[src/rtl/mps_seq_pkg.sv]
// Shared step codes and timer helpers for the magnet power supply sequencers.
// The system-level FSM imports the same package, so step codes stay consistent.
package mps_seq_pkg;

  localparam int SEQ_TIMER_W = 32;

  // OP-ON step codes. The values are what the supervisory system reads back.
  typedef enum logic [3:0] {
    ON_IDLE     = 4'd0,
    ON_DIS_OPEN = 4'd1,
    ON_SLOW_CHG = 4'd5,
    ON_CHG_WAIT = 4'd6,
    ON_MAIN_ON  = 4'd9,
    ON_SLOW_OFF = 4'd11,
    ON_DONE     = 4'd14,
    ON_FAIL     = 4'd15
  } on_step_e;

  // OP-OFF step codes.
  typedef enum logic [3:0] {
    OFF_IDLE      = 4'd0,
    OFF_MAIN_OFF  = 4'd1,
    OFF_DISCHARGE = 4'd2,
    OFF_DONE      = 4'd3
  } off_step_e;

  // Bit positions inside the sticky fault vector.
  localparam int FAULT_CHG_BIT = 0;
  localparam int FAULT_DIS_BIT = 1;

  // True on the cycle in which 'limit' cycles will have elapsed in the current
  // step, given that the timer reads 0 on the first cycle of a step. The sum is
  // widened by one bit so a saturated count cannot wrap to zero.
  function automatic logic limit_reached(input logic [SEQ_TIMER_W-1:0] count,
                                         input logic [SEQ_TIMER_W-1:0] limit);
    return ({1'b0, count} + {{SEQ_TIMER_W{1'b0}}, 1'b1}) >= {1'b0, limit};
  endfunction

endpackage

[src/rtl/mps_seq_timer.sv]
// Dwell/timeout counter shared by the OP-ON and OP-OFF sequences.
// Counts up from zero after every clear and sticks at all-ones instead of wrapping.
module mps_seq_timer
  import mps_seq_pkg::*;
(
  input  logic                   i_clk,
  input  logic                   i_rst,
  input  logic                   i_clear,
  input  logic [SEQ_TIMER_W-1:0] i_limit,
  output logic [SEQ_TIMER_W-1:0] o_count,
  output logic                   o_hit
);

  localparam logic [SEQ_TIMER_W-1:0] COUNT_ONE = {{(SEQ_TIMER_W-1){1'b0}}, 1'b1};

  logic [SEQ_TIMER_W-1:0] count;

  // Saturating up-counter, cleared whenever the owning sequence changes step.
  always_ff @(posedge i_clk or negedge i_rst) begin
    if (!i_rst) begin
      count <= '0;
    end else if (i_clear) begin
      count <= '0;
    end else if (count != '1) begin
      count <= count + COUNT_ONE;
    end
  end

  assign o_count = count;
  assign o_hit   = limit_reached(count, i_limit);

endmodule

[src/rtl/mps_op_sequencer.sv]
// OP-ON / OP-OFF contactor sequencer for the magnet power supply DC link.
// Two independent step FSMs share one dwell/timeout timer; at most one of them
// is away from IDLE at any time, and the interlock drops both straight to IDLE.
module mps_op_sequencer
  import mps_seq_pkg::*;
#(
  parameter int unsigned P_T_MC     = 100000,
  parameter int unsigned P_T_CHG_TO = 500000000,
  parameter int unsigned P_T_DIS_TO = 500000000
) (
  input  logic        i_clk,
  input  logic        i_rst,
  input  logic        i_op_on_flag,
  input  logic        i_op_off_flag,
  input  logic        i_intl_flag,
  input  logic [15:0] i_dc_volt,
  input  logic [15:0] i_th_chg,
  input  logic [15:0] i_th_dis,
  output logic [3:0]  o_op_on_fsm,
  output logic [3:0]  o_op_off_fsm,
  output logic        o_busy,
  output logic [1:0]  o_fault
);

  localparam logic [SEQ_TIMER_W-1:0] LIM_MC     = SEQ_TIMER_W'(P_T_MC);
  localparam logic [SEQ_TIMER_W-1:0] LIM_CHG_TO = SEQ_TIMER_W'(P_T_CHG_TO);
  localparam logic [SEQ_TIMER_W-1:0] LIM_DIS_TO = SEQ_TIMER_W'(P_T_DIS_TO);

  on_step_e  on_state,  on_next;
  off_step_e off_state, off_next;

  logic chg_fault, chg_fault_next;
  logic dis_fault, dis_fault_next;

  logic                   timer_clear;
  logic [SEQ_TIMER_W-1:0] timer_limit;
  logic [SEQ_TIMER_W-1:0] timer_count;
  logic                   timer_hit;
  logic                   mc_elapsed;

  logic on_idle;
  logic off_idle;
  logic charged;
  logic discharged;

  assign on_idle    = (on_state == ON_IDLE);
  assign off_idle   = (off_state == OFF_IDLE);
  assign charged    = (i_dc_volt >= i_th_chg);
  assign discharged = (i_dc_volt <= i_th_dis);

  // The timer compares against the timeout only in the two waiting steps; every
  // other step is a fixed contactor dwell.
  always_comb begin
    timer_limit = LIM_MC;
    if (on_state == ON_CHG_WAIT) begin
      timer_limit = LIM_CHG_TO;
    end else if (off_state == OFF_DISCHARGE) begin
      timer_limit = LIM_DIS_TO;
    end
  end

  // DISCHARGE watches the timeout through timer_hit, so the minimum dwell there
  // is taken from the raw count instead.
  assign mc_elapsed = limit_reached(timer_count, LIM_MC);

  // Restart the count on every step change, on interlock, and while fully idle,
  // so each step always starts timing from zero.
  assign timer_clear = i_intl_flag
                     || (on_next != on_state)
                     || (off_next != off_state)
                     || (on_idle && off_idle);

  mps_seq_timer u_timer (
    .i_clk   (i_clk),
    .i_rst   (i_rst),
    .i_clear (timer_clear),
    .i_limit (timer_limit),
    .o_count (timer_count),
    .o_hit   (timer_hit)
  );

  // OP-ON state and charge-timeout flag register.
  always_ff @(posedge i_clk or negedge i_rst) begin
    if (!i_rst) begin
      on_state  <= ON_IDLE;
      chg_fault <= 1'b0;
    end else begin
      on_state  <= on_next;
      chg_fault <= chg_fault_next;
    end
  end

  // OP-ON next step: contactor dwells, wait for DC link charge, then one-cycle
  // DONE or FAIL. A start is accepted only while both sequences are idle.
  always_comb begin
    on_next        = on_state;
    chg_fault_next = chg_fault;
    if (i_intl_flag) begin
      on_next = ON_IDLE;
    end else begin
      case (on_state)
        ON_IDLE: begin
          if (off_idle && i_op_on_flag) begin
            on_next        = ON_DIS_OPEN;
            chg_fault_next = 1'b0;
          end
        end
        ON_DIS_OPEN: begin
          if (timer_hit) on_next = ON_SLOW_CHG;
        end
        ON_SLOW_CHG: begin
          if (timer_hit) on_next = ON_CHG_WAIT;
        end
        ON_CHG_WAIT: begin
          if (charged) begin
            on_next = ON_MAIN_ON;
          end else if (timer_hit) begin
            on_next        = ON_FAIL;
            chg_fault_next = 1'b1;
          end
        end
        ON_MAIN_ON: begin
          if (timer_hit) on_next = ON_SLOW_OFF;
        end
        ON_SLOW_OFF: begin
          if (timer_hit) on_next = ON_DONE;
        end
        ON_DONE: on_next = ON_IDLE;
        ON_FAIL: on_next = ON_IDLE;
        default: on_next = ON_IDLE;
      endcase
    end
  end

  // OP-OFF state and discharge-timeout flag register.
  always_ff @(posedge i_clk or negedge i_rst) begin
    if (!i_rst) begin
      off_state <= OFF_IDLE;
      dis_fault <= 1'b0;
    end else begin
      off_state <= off_next;
      dis_fault <= dis_fault_next;
    end
  end

  // OP-OFF next step: open the main contactor, then wait for the DC link to
  // bleed down. A timeout still finishes through DONE but leaves the fault set.
  // A simultaneous ON request takes precedence over OFF.
  always_comb begin
    off_next       = off_state;
    dis_fault_next = dis_fault;
    if (i_intl_flag) begin
      off_next = OFF_IDLE;
    end else begin
      case (off_state)
        OFF_IDLE: begin
          if (on_idle && !i_op_on_flag && i_op_off_flag) begin
            off_next       = OFF_MAIN_OFF;
            dis_fault_next = 1'b0;
          end
        end
        OFF_MAIN_OFF: begin
          if (timer_hit) off_next = OFF_DISCHARGE;
        end
        OFF_DISCHARGE: begin
          if (mc_elapsed && discharged) begin
            off_next = OFF_DONE;
          end else if (timer_hit) begin
            off_next       = OFF_DONE;
            dis_fault_next = 1'b1;
          end
        end
        OFF_DONE: off_next = OFF_IDLE;
        default:  off_next = OFF_IDLE;
      endcase
    end
  end

  assign o_op_on_fsm  = on_state;
  assign o_op_off_fsm = off_state;
  assign o_busy       = !(on_idle && off_idle);

  always_comb begin
    o_fault                = 2'b00;
    o_fault[FAULT_CHG_BIT] = chg_fault;
    o_fault[FAULT_DIS_BIT] = dis_fault;
  end

endmodule

[config.mk]
export PLATFORM = sky130hd
export DESIGN_NAME = mps_op_sequencer
export DESIGN_NICKNAME = d
export VERILOG_FILES = /design/src/rtl/mps_seq_pkg.sv /design/src/rtl/mps_seq_timer.sv /design/src/rtl/mps_op_sequencer.sv
export SDC_FILE = /design/constraint.sdc
export NUM_CORES = 1
export LEC_CHECK = 0
export ABC_AREA = 0
export BUFFER_PORTS_ARGS = -buffer_cell sky130_fd_sc_hd__buf_4
export CAP_MARGIN = 20
export CORE_MARGIN = 10
export CORE_UTILIZATION = 50
export DETAILED_ROUTE_END_ITERATION = 8
export PLACE_DENSITY = 0.72
export SYNTH_ARGS = -nofsm -noshare
export SYNTH_HDL_FRONTEND = slang
export SYNTH_SLANG_ARGS = --single-unit
[constraint.sdc]
create_clock -name i_clk -period 8.1 [get_ports i_clk]
set_clock_uncertainty 0.1 [all_clocks]
set_input_delay 2.43 -clock i_clk [delete_from_list [all_inputs] [get_ports i_clk]]
set_output_delay 2.43 -clock i_clk [all_outputs]
set_load 0.02 [all_outputs]
[Yosys cells after proc, flatten, opt, wreduce, memory -nomap -nowiden]
Cells that the tools add are included.
Storage, ports and cells
  bits in registers: 42
  input port bits: 53
  output and inout port bits: 11
  word-level logic and storage cells: 71
Operators by class
  $add $sub $neg: 2
  $lt $le $gt $ge: 4
  equality and inequality tests: 16
  muxes and demuxes: 26
  bitwise logic cells: 1
  reductions and logical operators: 17
Operators by type and width (count)
  $mux W32: 3
  $mux W4: 13
  $add A32 B1 Y33 const B: 1
  $ge A33 B17 Y1 const B: 1
  $ge A33 B32 Y1: 1
  $add A32 B1 Y32 const B: 1
  $ne A32 B32 Y1 const B: 1
  $mux W29: 1
  $pmux W4 S6: 1
  $ge A16 B16 Y1: 1
  $le A16 B16 Y1: 1
  $pmux W4 S3: 1
  $reduce_and A5 Y1: 2
  $eq A4 B1 Y1 const B: 2
  $eq A4 B3 Y1 const B: 2
  $eq A4 B4 Y1 const B: 2
  $logic_not A4 Y1: 2
  $ne A2 B2 Y1 const B: 4
  $ne A4 B4 Y1: 2
  $reduce_bool A2 Y1: 3
  $logic_and A1 B1 Y1: 5
  $mux W1: 5
  $eq A4 B2 Y1 const B: 1
  $ne A2 B1 Y1 const B: 2
  4 further kinds: 8

[Logic depth before layout (Yosys ltp)]
Gate-level depths: netlist of run 1.
  depth after elaboration: 13
  depth in mapped cells: 20
  depth with buffers taken out: 17

[Hierarchy]
From an unflattened synthesis of run 1, not the netlist that was laid out.
Unflattened totals
  cell total of the unflattened synthesis: 587
  area total of the unflattened synthesis: 4631.9 µm²
Modules (own cells, without submodules)
  mps_seq_timer: instances 1, cells each 312, area an instance 2615.0 µm², sequential area each 800.8 µm²
  mps_op_sequencer: instances 1, cells each 275, area an instance 2016.9 µm², sequential area each 250.2 µm²

[Least setup slack after synthesis of run 1]
OpenSTA, ideal clock, no wires.
  path kind: input port to flip-flop
  start point: input i_dc_volt[0]
  end point: register on_state[3] (netlist: o_op_on_fsm[3])
  library setup time: 0.128 ns
  arrival time: 4.315 ns
  data required time: 7.872 ns
  slack: 3.557 ns
  cell stages on the path: 11
  buffers on the path: 0
  path through: inv_1 -> ha_1 -> nand2b_1 -> a21o_1 -> a21o_1 -> a221oi_1 -> or4_1 -> o211ai_1 -> a2111oi_0 -> o21a_1 -> nor2_1
On the way
  longest elaborated chain between the ends: 4
Ends and longest elaborated chain
  from (decl): line mps_op_sequencer.sv:16  | input logic [15:0] i_dc_volt,
  $ge A16 B16 Y1: line mps_op_sequencer.sv:48  | assign charged = (i_dc_volt >= i_th_chg);
  $mux W4: line mps_op_sequencer.sv:115  | if (charged) begin
  $pmux W4 S6: line mps_op_sequencer.sv:101  | case (on_state)
  $mux W4: line mps_op_sequencer.sv:98  | if (i_intl_flag) begin
  net on_next[3]: line mps_op_sequencer.sv:29  | on_step_e on_state, on_next;
  to (signal assigned): line mps_op_sequencer.sv:88  | on_state <= on_next;
  to (decl): line mps_op_sequencer.sv:29
The timed path passes the listed nets, and every way through them passes these cells.
A chain may end at the register's enable or synchronous reset.

[Worst setup path in the final report of run 1]
Ends and elaborated chain as after synthesis.

==> results.sh, run 1 <==
export IMPL_status="finished, final reports clean"
export IMPL_placementRows=32
export IMPL_drcViolationCount=0
export IMPL_ys_warn_count=0
export IMPL_ys_seq_elements=42
export IMPL_totalPowerFinal_mw=0.455
export IMPL_finalNonFillerCells=635
export IMPL_min_delay_path_depth=1
export IMPL_dieArea_um2=12000
export IMPL_setup_worst_path_end_class="flop"
export IMPL_routed_via_density=5.86
export IMPL_report_final_setup_viol=0
export IMPL_layout_area_overhead_vs_synth_pct=16.0
export IMPL_cp_max_fo=5
export IMPL_reg2reg_to="u_timer.o_count[3]$_DFFE_PN0P_"
export IMPL_number_of_gates_resized_after_cts=0
export IMPL_fin_crit_sh_pct=58.7
export IMPL_gp_routability_congestion=0.873
export IMPL_post_synth_num_cell_types=67
export IMPL_start_kind="primary input"
export IMPL_slew_headroom_pct=56.7
export IMPL_drive_gt1_share_pct=18.6
export IMPL_max_clock_buf_depth=2
export IMPL_pwr_density_cell_nw_per_um2=98.2
export IMPL_synth_largest_area_cell="sky130_fd_sc_hd__dfrtp_1"
export IMPL_synth_seq_area_share_pct=26.3
export IMPL_post_route_cell_area_um2=4640
export IMPL_worst_r2r_cell_count=16
export IMPL_clockRootBuffer="sky130_fd_sc_hd__clkbuf_8"
export IMPL_largest_net_degree_at_the_start_of_global_routing=43
export IMPL_drt_total_wl_um=10500
export IMPL_die_x_um=109
export IMPL_clock_sinks=42
export IMPL_power_leakage_nw=2.24
export IMPL_numPortBuffers=63
export IMPL_dpl_wire_length_um=8360
export IMPL_ant_nets=0
export IMPL_finalSetupTns_ns=0
export IMPL_layout_setup_ws_ns=3.35
export IMPL_arrival_ns=4.84
export IMPL_core_um2=7770
export IMPL_combinational_family_with_the_most_area_after_synthesis="simple AND/OR/NAND/NOR gates"
export IMPL_worst_endpoint_required_ns=8.18
export IMPL_critical_path_class="in2reg"
export IMPL_cts_buffers=5
export IMPL_netlist_area_leader_share_pct=26.3
export IMPL_netlist_area_um2=4000
export IMPL_layout_nets=633
export IMPL_drt_first_iter_violations=206
export IMPL_grt_setup_unrepaired="false"
export IMPL_muxShareOfSynthArea_pct=1.06
export IMPL_hold_viol_final=0
export IMPL_most_frequent_cells_after_synthesis="53 x sky130_fd_sc_hd__inv_1, 48 x sky130_fd_sc_hd__ha_1, 42 x sky130_fd_sc_hd__dfrtp_1"
export IMPL_place_inst=626
export IMPL_wl_per_cell_um=16.5
export IMPL_clk_pin_slew_ns=0.07
export IMPL_fin_hold_ws_ns=0.414
export IMPL_max_slew_worst_pin_slew_ns=0.632
export IMPL_edff_count_synth=0
export IMPL_dominantRegCellSynth="sky130_fd_sc_hd__dfrtp_1"
export IMPL_die_y_um=109
export IMPL_compound_cell_area_share_of_the_yosys_netlist_pct=20.6
export IMPL_place_area_um2=4510
export IMPL_dr_pass1_iters=4
export IMPL_synth_most_common_cell="sky130_fd_sc_hd__inv_1"
export IMPL_via_count_of_the_first_global_routing_pass=3608
export IMPL_synthTopCellsByArea="sky130_fd_sc_hd__dfrtp_1 26%, sky130_fd_sc_hd__ha_1 15%, sky130_fd_sc_hd__inv_1 5.0%"
export IMPL_clock_latency_ns=0.29
export IMPL_synth_async_sr_flop_share_pct=100
export IMPL_antenna_violations_before_repair=0
export IMPL_io_pins=64
export IMPL_worstHoldStart="chg_fault$_DFFE_PN0P_"
export IMPL_holdCritPathClass="reg2reg"
export IMPL_vias=3720
export IMPL_worst_r2r_startpoint="u_timer.o_count[2]$_DFFE_PN0P_"
export IMPL_synth_fa_ha_area_share_pct=15.0
export IMPL_grt_use_total_pct=17.6
export IMPL_synth_xor_xnor_area_share_pct=5.48
export IMPL_global_route_overflow_total=0
export IMPL_cts_repair_timing_setup_buffer_count=0
export IMPL_floorplan_initialDensity_pct=51.5
export IMPL_irDropWorstVdd_v=0.000108
export IMPL_placement_setup_worst_slack_ns=3.03
export IMPL_insertedDiodeCount=0
export IMPL_wire_length_of_the_first_global_routing_pass_um=17500
export IMPL_post_syn_area_per_cell_um2=8.40
export IMPL_ctsHoldBuffers=0
export IMPL_clock_period_minus_worst_slack_ns=4.75
export IMPL_post_route_util_pct=59.7
export IMPL_synthSimpleGateAreaFrac_pct=23.6
export IMPL_cts_tree="built"
export IMPL_clock_tree_htree_level_count=2
export IMPL_synthCells=476
export IMPL_ff2ff_setup_slack_ns=3.48
export IMPL_final_max_slew_viol_count=0
export IMPL_hold_path_end="chg_fault$_DFFE_PN0P_"
export IMPL_timing_fmax_mhz=210
export IMPL_cap_violations=0
-- worst max path at each step --
stage	from	endpoint	slack (ns)	cells after the start
5_1_grt	u_timer.o_count[2]$_DFFE_PN0P_	u_timer.o_count[24]$_DFFE_PN0P_	3.05	16
3_3_place_gp	i_dc_volt[0]	o_op_on_fsm[3]$_DFF_PN0_	3.18	12
6_report	i_dc_volt[0]	o_op_on_fsm[3]$_DFF_PN0_	3.35	12
4_1_cts	i_dc_volt[0]	o_op_on_fsm[3]$_DFF_PN0_	3.35	12
2_1_floorplan	i_dc_volt[0]	o_op_on_fsm[3]$_DFF_PN0_	3.56	11
3_5_place_dp	i_dc_volt[0]	o_op_on_fsm[3]$_DFF_PN0_	3.03	12
-- kinds of logic (layout without fill, tap and decap cells) --
kind of cell / after synthesis / after routing
AO/OA/AOI/OAI: 117 / 117
XOR/XNOR: 25 / 25
adder cells (fa/ha/maj): 48 / 48
buffers and inverters: 74 / 127
flip-flops: 42 / 42
multiplexers: 4 / 4
other: 1 / 5
AND/OR/NAND/NOR: 165 / 165
-- per-layer routing --
metal	track usage [%]	vias up	share of wire, %
li1	-	1844	-
met1	23.5	1717	45
met2	28.6	145	46
met3	3.16	14	7.6
met4	4.46	0	1.3
met5	0	-	0
-- cell usage in the layout, fill, tap and decap left out, types with 11 or more instances in the layout --
master                    count
sky130_fd_sc_hd__ha_1        48
sky130_fd_sc_hd__nand3_1     24
sky130_fd_sc_hd__nand2_1     22
sky130_fd_sc_hd__inv_1       53
sky130_fd_sc_hd__dfrtp_1     42
sky130_fd_sc_hd__nand4_1     13
sky130_fd_sc_hd__buf_4       65
sky130_fd_sc_hd__o21ai_0     17
sky130_fd_sc_hd__nor2_1      27
sky130_fd_sc_hd__a21o_1      11
sky130_fd_sc_hd__a21oi_1     30
sky130_fd_sc_hd__xnor2_1     15
sky130_fd_sc_hd__nor3_1      16
-- critical path, stage by stage --
cell and delay [ns]:
sky130_fd_sc_hd__buf_4 0.11, sky130_fd_sc_hd__inv_1 0.07, sky130_fd_sc_hd__ha_1 0.22, sky130_fd_sc_hd__nand2b_1 0.13, sky130_fd_sc_hd__a21o_1 0.17, sky130_fd_sc_hd__a21o_1 0.18, sky130_fd_sc_hd__a221oi_1 0.31, sky130_fd_sc_hd__or4_1 0.18
sky130_fd_sc_hd__o211ai_1 0.19, sky130_fd_sc_hd__a2111oi_0 0.62, sky130_fd_sc_hd__o21a_1 0.18, sky130_fd_sc_hd__nor2_1 0.04
-- power breakdown --
part / internal [mW] / total, mW / switching (mW)
clock network: 0.0920 / 0.165 / 0.0732
registers: 0.211 / 0.214 / 0.00240
logic: 0.0392 / 0.0763 / 0.0372
-- layout make-up --
cell class | instances | area [um^2]
fill | 692 | 3130
multi-input combinational | 364 | 2650
sequential | 42 | 1050
timing repair buffer | 66 | 500
inverter | 53 | 199
tap | 102 | 128
clock buffer | 6 | 72.6
clock inverter | 2 | 37.5
-- state kept, by name (all words and copies together) (netlist names) --
| signal | flops |
|---|---|
| o_op_on_fsm | 4 |
| dis_fault | 1 |
| chg_fault | 1 |
| u_timer.o_count | 32 |
| o_op_off_fsm | 4 |
No activity file was read; power rests on OpenSTA's default activity.
==> inputs of run 2 (changes only) <==
Settings changed: PLACE_DENSITY 0.72 to 0.75.
Clock period 8.1 ns to 4.2 ns, I/O delays scaled along.
==> results.sh, run 2 (synthesis gave the netlist of run 1 again) <==
export IMPL_worst_r2r_startpoint="u_timer.o_count[2]$_DFFE_PN0P_"
export IMPL_largest_net_degree_at_the_start_of_global_routing=43
export IMPL_grt_use_total_pct=17.5
export IMPL_clock_tree_htree_level_count=2
export IMPL_vias=3862
export IMPL_placementRows=32
export IMPL_cap_violations=0
export IMPL_layout_nets=646
export IMPL_ctsHoldBuffers=0
export IMPL_cts_tree="built"
export IMPL_dr_pass1_iters=5
export IMPL_fillers=672
export IMPL_max_clock_buf_depth=2
export IMPL_worstSetupStartpoint="u_timer.o_count[2]$_DFFE_PN0P_"
export IMPL_cp_max_fo=9
export IMPL_layout_cells_most_common_list="76 x sky130_fd_sc_hd__buf_4, 53 x sky130_fd_sc_hd__inv_1, 48 x sky130_fd_sc_hd__ha_1"
export IMPL_insertedDiodeCount=0
export IMPL_via_count_of_the_first_global_routing_pass=3687
export IMPL_worstHoldStart="dis_fault$_DFFE_PN0P_"
export IMPL_drt_first_iter_violations=262
export IMPL_wl_per_cell_um=16.8
export IMPL_clock_period_minus_worst_slack_ns=4.01
export IMPL_setup_worst_path_end_class="flop"
export IMPL_antenna_violations_before_repair=0
export IMPL_numPortBuffers=63
export IMPL_clk_pin_slew_ns=0.08
export IMPL_mostFrequentLayoutCell="sky130_fd_sc_hd__buf_4"
export IMPL_holdCritPathClass="reg2reg"
export IMPL_timing_fmax_mhz=250
export IMPL_global_route_overflow_total=0
export IMPL_grt_setup_unrepaired="false"
export IMPL_power_leakage_nw=2.29
export IMPL_dieArea_um2=12000
export IMPL_number_of_flip_flops_under_the_largest_register_name=32
export IMPL_post_route_cell_area_um2=4800
export IMPL_floorplan_initialDensity_pct=51.5
export IMPL_finalNonFillerCells=648
export IMPL_ant_nets=0
export IMPL_drcViolationCount=0
export IMPL_finalSetupTns_ns=0
export IMPL_start_kind="flop"
export IMPL_report_final_setup_viol=0
export IMPL_final_max_slew_viol_count=0
export IMPL_io_pins=64
export IMPL_post_route_util_pct=61.8
export IMPL_clock_latency_ns=0.30
export IMPL_pwr_density_cell_nw_per_um2=175
export IMPL_irDropWorstVdd_v=0.000146
export IMPL_place_area_um2=4600
export IMPL_drt_total_wl_um=10900
export IMPL_gp_routability_congestion=0.900
export IMPL_worst_endpoint_required_ns=4.32
export IMPL_core_um2=7770
export IMPL_slew_headroom_pct=32.0
export IMPL_cts_buffers=5
export IMPL_die_x_um=109
export IMPL_max_slew_worst_pin_slew_ns=0.995
export IMPL_critical_path_class="reg2reg"
export IMPL_wire_length_of_the_first_global_routing_pass_um=17500
export IMPL_drive_gt1_share_pct=23.6
export IMPL_layout_area_overhead_vs_synth_pct=20.1
export IMPL_fin_crit_sh_pct=95.4
export IMPL_clock_sinks=42
export IMPL_dpl_wire_length_um=8320
export IMPL_arrival_ns=4.13
export IMPL_place_inst=636
export IMPL_clockRootBuffer="sky130_fd_sc_hd__clkbuf_8"
export IMPL_status="finished, final reports clean"
export IMPL_hold_viol_final=0
export IMPL_routed_via_density=5.96
export IMPL_die_y_um=109
run 2: cell types whose count changed in the layout (fill, tap and decap cells not counted), sizes merged:
| cell | before | now |
|---|---|---|
| buf | 65 | 78 |
| clkbuf | 6 | 8 |
| bufinv | 1 | 0 |
| clkinv | 0 | 1 |
| clkinvlp | 1 | 0 |
| dlymetal6s2s | 1 | 0 |
run 2: path summary, 6_finish.rpt:
check,to,slack (ns),cells after the start
max,u_timer.o_count[25]$_DFFE_PN0P_,0.19,14
min,dis_fault$_DFFE_PN0P_,0.40,1
max reg2reg,u_timer.o_count[25]$_DFFE_PN0P_,0.19,14
min reg2reg,dis_fault$_DFFE_PN0P_,0.40,1
max in group asynchronous,u_timer.o_count[10]$_DFFE_PN0P_,2.77,1
min in group asynchronous,u_timer.o_count[12]$_DFFE_PN0P_,0.84,1
run 2: worst max-delay path, cell delays in order (launching register included):
cell and delay [ns]:
sky130_fd_sc_hd__dfrtp_1 0.48, sky130_fd_sc_hd__nand4_1 0.28, sky130_fd_sc_hd__nor4_1 0.46, sky130_fd_sc_hd__xnor2_1 0.23
sky130_fd_sc_hd__inv_1 0.10, sky130_fd_sc_hd__ha_1 0.31, sky130_fd_sc_hd__and3_1 0.24, sky130_fd_sc_hd__o211ai_1 0.15
sky130_fd_sc_hd__a211oi_1 0.08, sky130_fd_sc_hd__a211oi_1 0.36, sky130_fd_sc_hd__o31ai_2 0.16, sky130_fd_sc_hd__a211oi_4 0.39
sky130_fd_sc_hd__o211ai_4 0.21, sky130_fd_sc_hd__clkbuf_16 0.23, sky130_fd_sc_hd__a21oi_1 0.13
run 2: cell type report:
class / instances / area (um^2) / area share [%]
Multi-Input combinational cell: 364 / 2690 / 56.1
Sequential cell: 42 / 1060 / 22.2
Timing Repair Buffer: 79 / 627 / 13.1
Inverter: 53 / 199 / 4.14
Tap cell: 102 / 128 / 2.66
Clock buffer: 7 / 86.3 / 1.80
Clock inverter: 1 / 5.00 / 0.104
run 2: what timing repair did:
| action | CTS | global route |
|---|---|---|
| endpoints found under the setup margin | 0 | 36 |
| hold endpoints to repair | 0 | 0 |
| resized for setup | 0 | 17 |
| buffers inserted | 0 | 2 |
run 2: metal layers:
metal	up-vias	global-route usage, %	routed length (um)
met5	-	0	0
met4	0	4.37	216
met3	29	3.28	792
met2	155	29.3	5110
met1	1821	22.7	4790
li1	1857	-	-
run 2: report_power, final:
part	switching [mW]	internal (mW)	total (mW)	leakage (nW)
combinational	0.0761	0.0773	0.153	1.68
sequential	0.00364	0.408	0.411	0.558
clock	0.144	0.133	0.277	0.0482
run 2: metrics by stage:
stage	hold WS, ns	worst slack [ns]	power (mW)
2_1_floorplan	0.361	0.515	0.496
3_3_place_gp	0.385	0.274	0.565
3_5_place_dp	0.387	0.235	0.570
4_1_cts	0.407	0.174	0.843
5_1_grt	0.430	0.000266	0.877
6_report	0.403	0.195	0.842
==> inputs of run 3 (changes only) <==
Settings changed: RECOVER_POWER from default to 50.
==> results.sh, run 3 (synthesis gave the netlist of run 1 again) <==
export IMPL_status="complete, but fails checks"
export IMPL_failing_checks="capacitance limit, slew limit"
export IMPL_max_slew_worst_pin_slew_ns=2.25
export IMPL_antenna_violations_before_repair=0
export IMPL_dieArea_um2=12000
export IMPL_cts_buffers=5
export IMPL_clk_pin_slew_ns=0.08
export IMPL_timing_fmax_mhz=249
export IMPL_layout_nets=646
export IMPL_clock_period_minus_worst_slack_ns=4.01
export IMPL_worst_r2r_cell_count=14
export IMPL_post_route_util_pct=61.6
export IMPL_largest_net_degree_at_the_start_of_global_routing=43
export IMPL_cap_violations=1
export IMPL_drcViolationCount=0
export IMPL_clock_tree_htree_level_count=2
export IMPL_worst_r2r_startpoint="u_timer.o_count[2]$_DFFE_PN0P_"
export IMPL_timing_critical_path_mode_cell="sky130_fd_sc_hd__a211oi_1"
export IMPL_global_route_overflow_total=0
export IMPL_cpLargestDelayFamily="compound AO/OA/AOI/OAI gates"
export IMPL_drt_total_wl_um=10900
export IMPL_reg2reg_to="u_timer.o_count[25]$_DFFE_PN0P_"
export IMPL_setup_worst_path_end_class="flop"
export IMPL_grt_use_total_pct=17.5
export IMPL_layout_cells_most_common_list="72 x sky130_fd_sc_hd__buf_4, 53 x sky130_fd_sc_hd__inv_1, 48 x sky130_fd_sc_hd__ha_1"
export IMPL_irDropWorstVdd_v=0.000144
export IMPL_slew_headroom_pct=-49.8
export IMPL_worstSetupStartpoint="u_timer.o_count[2]$_DFFE_PN0P_"
export IMPL_die_y_um=109
export IMPL_drive_gt1_share_pct=22.9
export IMPL_worst_path_buf_inv=2
export IMPL_insertedDiodeCount=0
export IMPL_core_um2=7770
export IMPL_critical_path_class="reg2reg"
export IMPL_multiInputGateArea_um2=2690
export IMPL_worst_setup_endpoint="u_timer.o_count[25]$_DFFE_PN0P_"
export IMPL_ant_nets=0
export IMPL_report_final_setup_viol=0
export IMPL_start_kind="flop"
export IMPL_drt_first_iter_violations=261
export IMPL_layout_area_overhead_vs_synth_pct=19.7
export IMPL_vias=3870
export IMPL_path_depth=14
export IMPL_routed_via_density=5.97
export IMPL_cts_tree="built"
export IMPL_critical_path_max_stage_delay_ns=0.48
export IMPL_clock_latency_ns=0.30
export IMPL_cpMaxStageDelayCell="sky130_fd_sc_hd__dfrtp_1"
export IMPL_hold_viol_final=0
export IMPL_io_pins=64
export IMPL_worst_endpoint_required_ns=4.32
export IMPL_fin_crit_sh_pct=95.5
export IMPL_holdCritPathClass="reg2reg"
export IMPL_power_leakage_nw=2.27
export IMPL_arrival_ns=4.14
export IMPL_ff2ff_setup_slack_ns=0.19
export IMPL_placementRows=32
export IMPL_grt_setup_unrepaired="false"
export IMPL_wl_per_cell_um=16.9
export IMPL_wire_length_of_the_first_global_routing_pass_um=17500
export IMPL_worst_path_cell_trace="nand4_1, nor4_1, xnor2_1, inv_1, ha_1, and3_1, o211ai_1, a211oi_1, a211oi_1, o31ai_2, a211oi_4, o211ai_4, clkbuf_16, a21oi_1"
export IMPL_via_count_of_the_first_global_routing_pass=3687
export IMPL_pwr_density_cell_nw_per_um2=176
export IMPL_floorplan_initialDensity_pct=51.5
export IMPL_numPortBuffers=63
export IMPL_clock_sinks=42
export IMPL_dr_pass1_iters=5
export IMPL_mostFrequentLayoutCell="sky130_fd_sc_hd__buf_4"
export IMPL_clockRootBuffer="sky130_fd_sc_hd__clkbuf_8"
export IMPL_final_seq_area_um2=1060
export IMPL_final_max_slew_viol_count=43
export IMPL_cp_max_fo=9
export IMPL_number_of_flip_flops_under_the_largest_register_name=32
export IMPL_fillers=675
export IMPL_finalSetupTns_ns=0
export IMPL_gp_routability_congestion=0.900
export IMPL_dpl_wire_length_um=8320
export IMPL_die_x_um=109
export IMPL_max_clock_buf_depth=2
## run 3: worst min-delay path by stage
stage	startpoint	endpoint	cells after the start
2_1_floorplan	chg_fault$_DFFE_PN0P_	chg_fault$_DFFE_PN0P_	1
3_3_place_gp	chg_fault$_DFFE_PN0P_	chg_fault$_DFFE_PN0P_	1
3_5_place_dp	chg_fault$_DFFE_PN0P_	chg_fault$_DFFE_PN0P_	1
4_1_cts	chg_fault$_DFFE_PN0P_	chg_fault$_DFFE_PN0P_	1
5_1_grt	dis_fault$_DFFE_PN0P_	dis_fault$_DFFE_PN0P_	1
6_report	dis_fault$_DFFE_PN0P_	dis_fault$_DFFE_PN0P_	1
## run 3: layout make-up
| class | instances | share of cell area, % |
|---|---|---|
| multi-input combinational | 364 | 56.3 |
| sequential | 42 | 22.2 |
| timing repair buffer | 79 | 12.8 |
| inverter | 53 | 4.16 |
| tap | 102 | 2.67 |
| clock buffer | 7 | 1.80 |
| clock inverter | 1 | 0.105 |
## run 3: worst register-to-register path: stages, from the launching register on
cell and delay [ns]:
sky130_fd_sc_hd__dfrtp_1 0.48, sky130_fd_sc_hd__nand4_1 0.28, sky130_fd_sc_hd__nor4_1 0.46, sky130_fd_sc_hd__xnor2_1 0.23, sky130_fd_sc_hd__inv_1 0.10, sky130_fd_sc_hd__ha_1 0.31, sky130_fd_sc_hd__and3_1 0.24, sky130_fd_sc_hd__o211ai_1 0.15
sky130_fd_sc_hd__a211oi_1 0.08, sky130_fd_sc_hd__a211oi_1 0.36, sky130_fd_sc_hd__o31ai_2 0.16, sky130_fd_sc_hd__a211oi_4 0.39, sky130_fd_sc_hd__o211ai_4 0.21, sky130_fd_sc_hd__clkbuf_16 0.23, sky130_fd_sc_hd__a21oi_1 0.14
## run 3: through the flow
step / power, mW / std cells / setup WS, ns / cell area [um^2] / hold slack (ns)
2_1_floorplan: 0.496 / 480 / 0.515 / 4010 / 0.361
3_3_place_gp: 0.565 / 636 / 0.274 / 4600 / 0.385
3_5_place_dp: 0.570 / 636 / 0.235 / 4600 / 0.387
4_1_cts: 0.843 / 644 / 0.174 / 4690 / 0.407
5_1_grt: 0.876 / 648 / 0.000266 / 4790 / 0.428
6_report: 0.840 / 648 / 0.187 / 4790 / 0.398
## run 3: power breakdown
group	leakage [nW]	switching (mW)	total [mW]	internal [mW]
clock	0.0482	0.144	0.277	0.133
sequential	0.558	0.00360	0.411	0.408
combinational	1.67	0.0762	0.152	0.0761
total	2.27	0.224	0.840	0.617
## run 3: repair_timing
item | CTS | global route
resized for setup | 0 | 17
buffers inserted | 0 | 2
endpoints found under the setup margin | 0 | 36
hold buffers | 0 | 0
## run 3: routing by layer
| metal | up-vias | share of wire [%] | track usage, % |
|---|---|---|---|
| li1 | 1859 | - | - |
| met1 | 1827 | 43 | 22.7 |
| met2 | 157 | 47 | 29.3 |
| met3 | 27 | 7.8 | 3.28 |
| met4 | 0 | 1.9 | 4.37 |
| met5 | - | 0 | 0 |
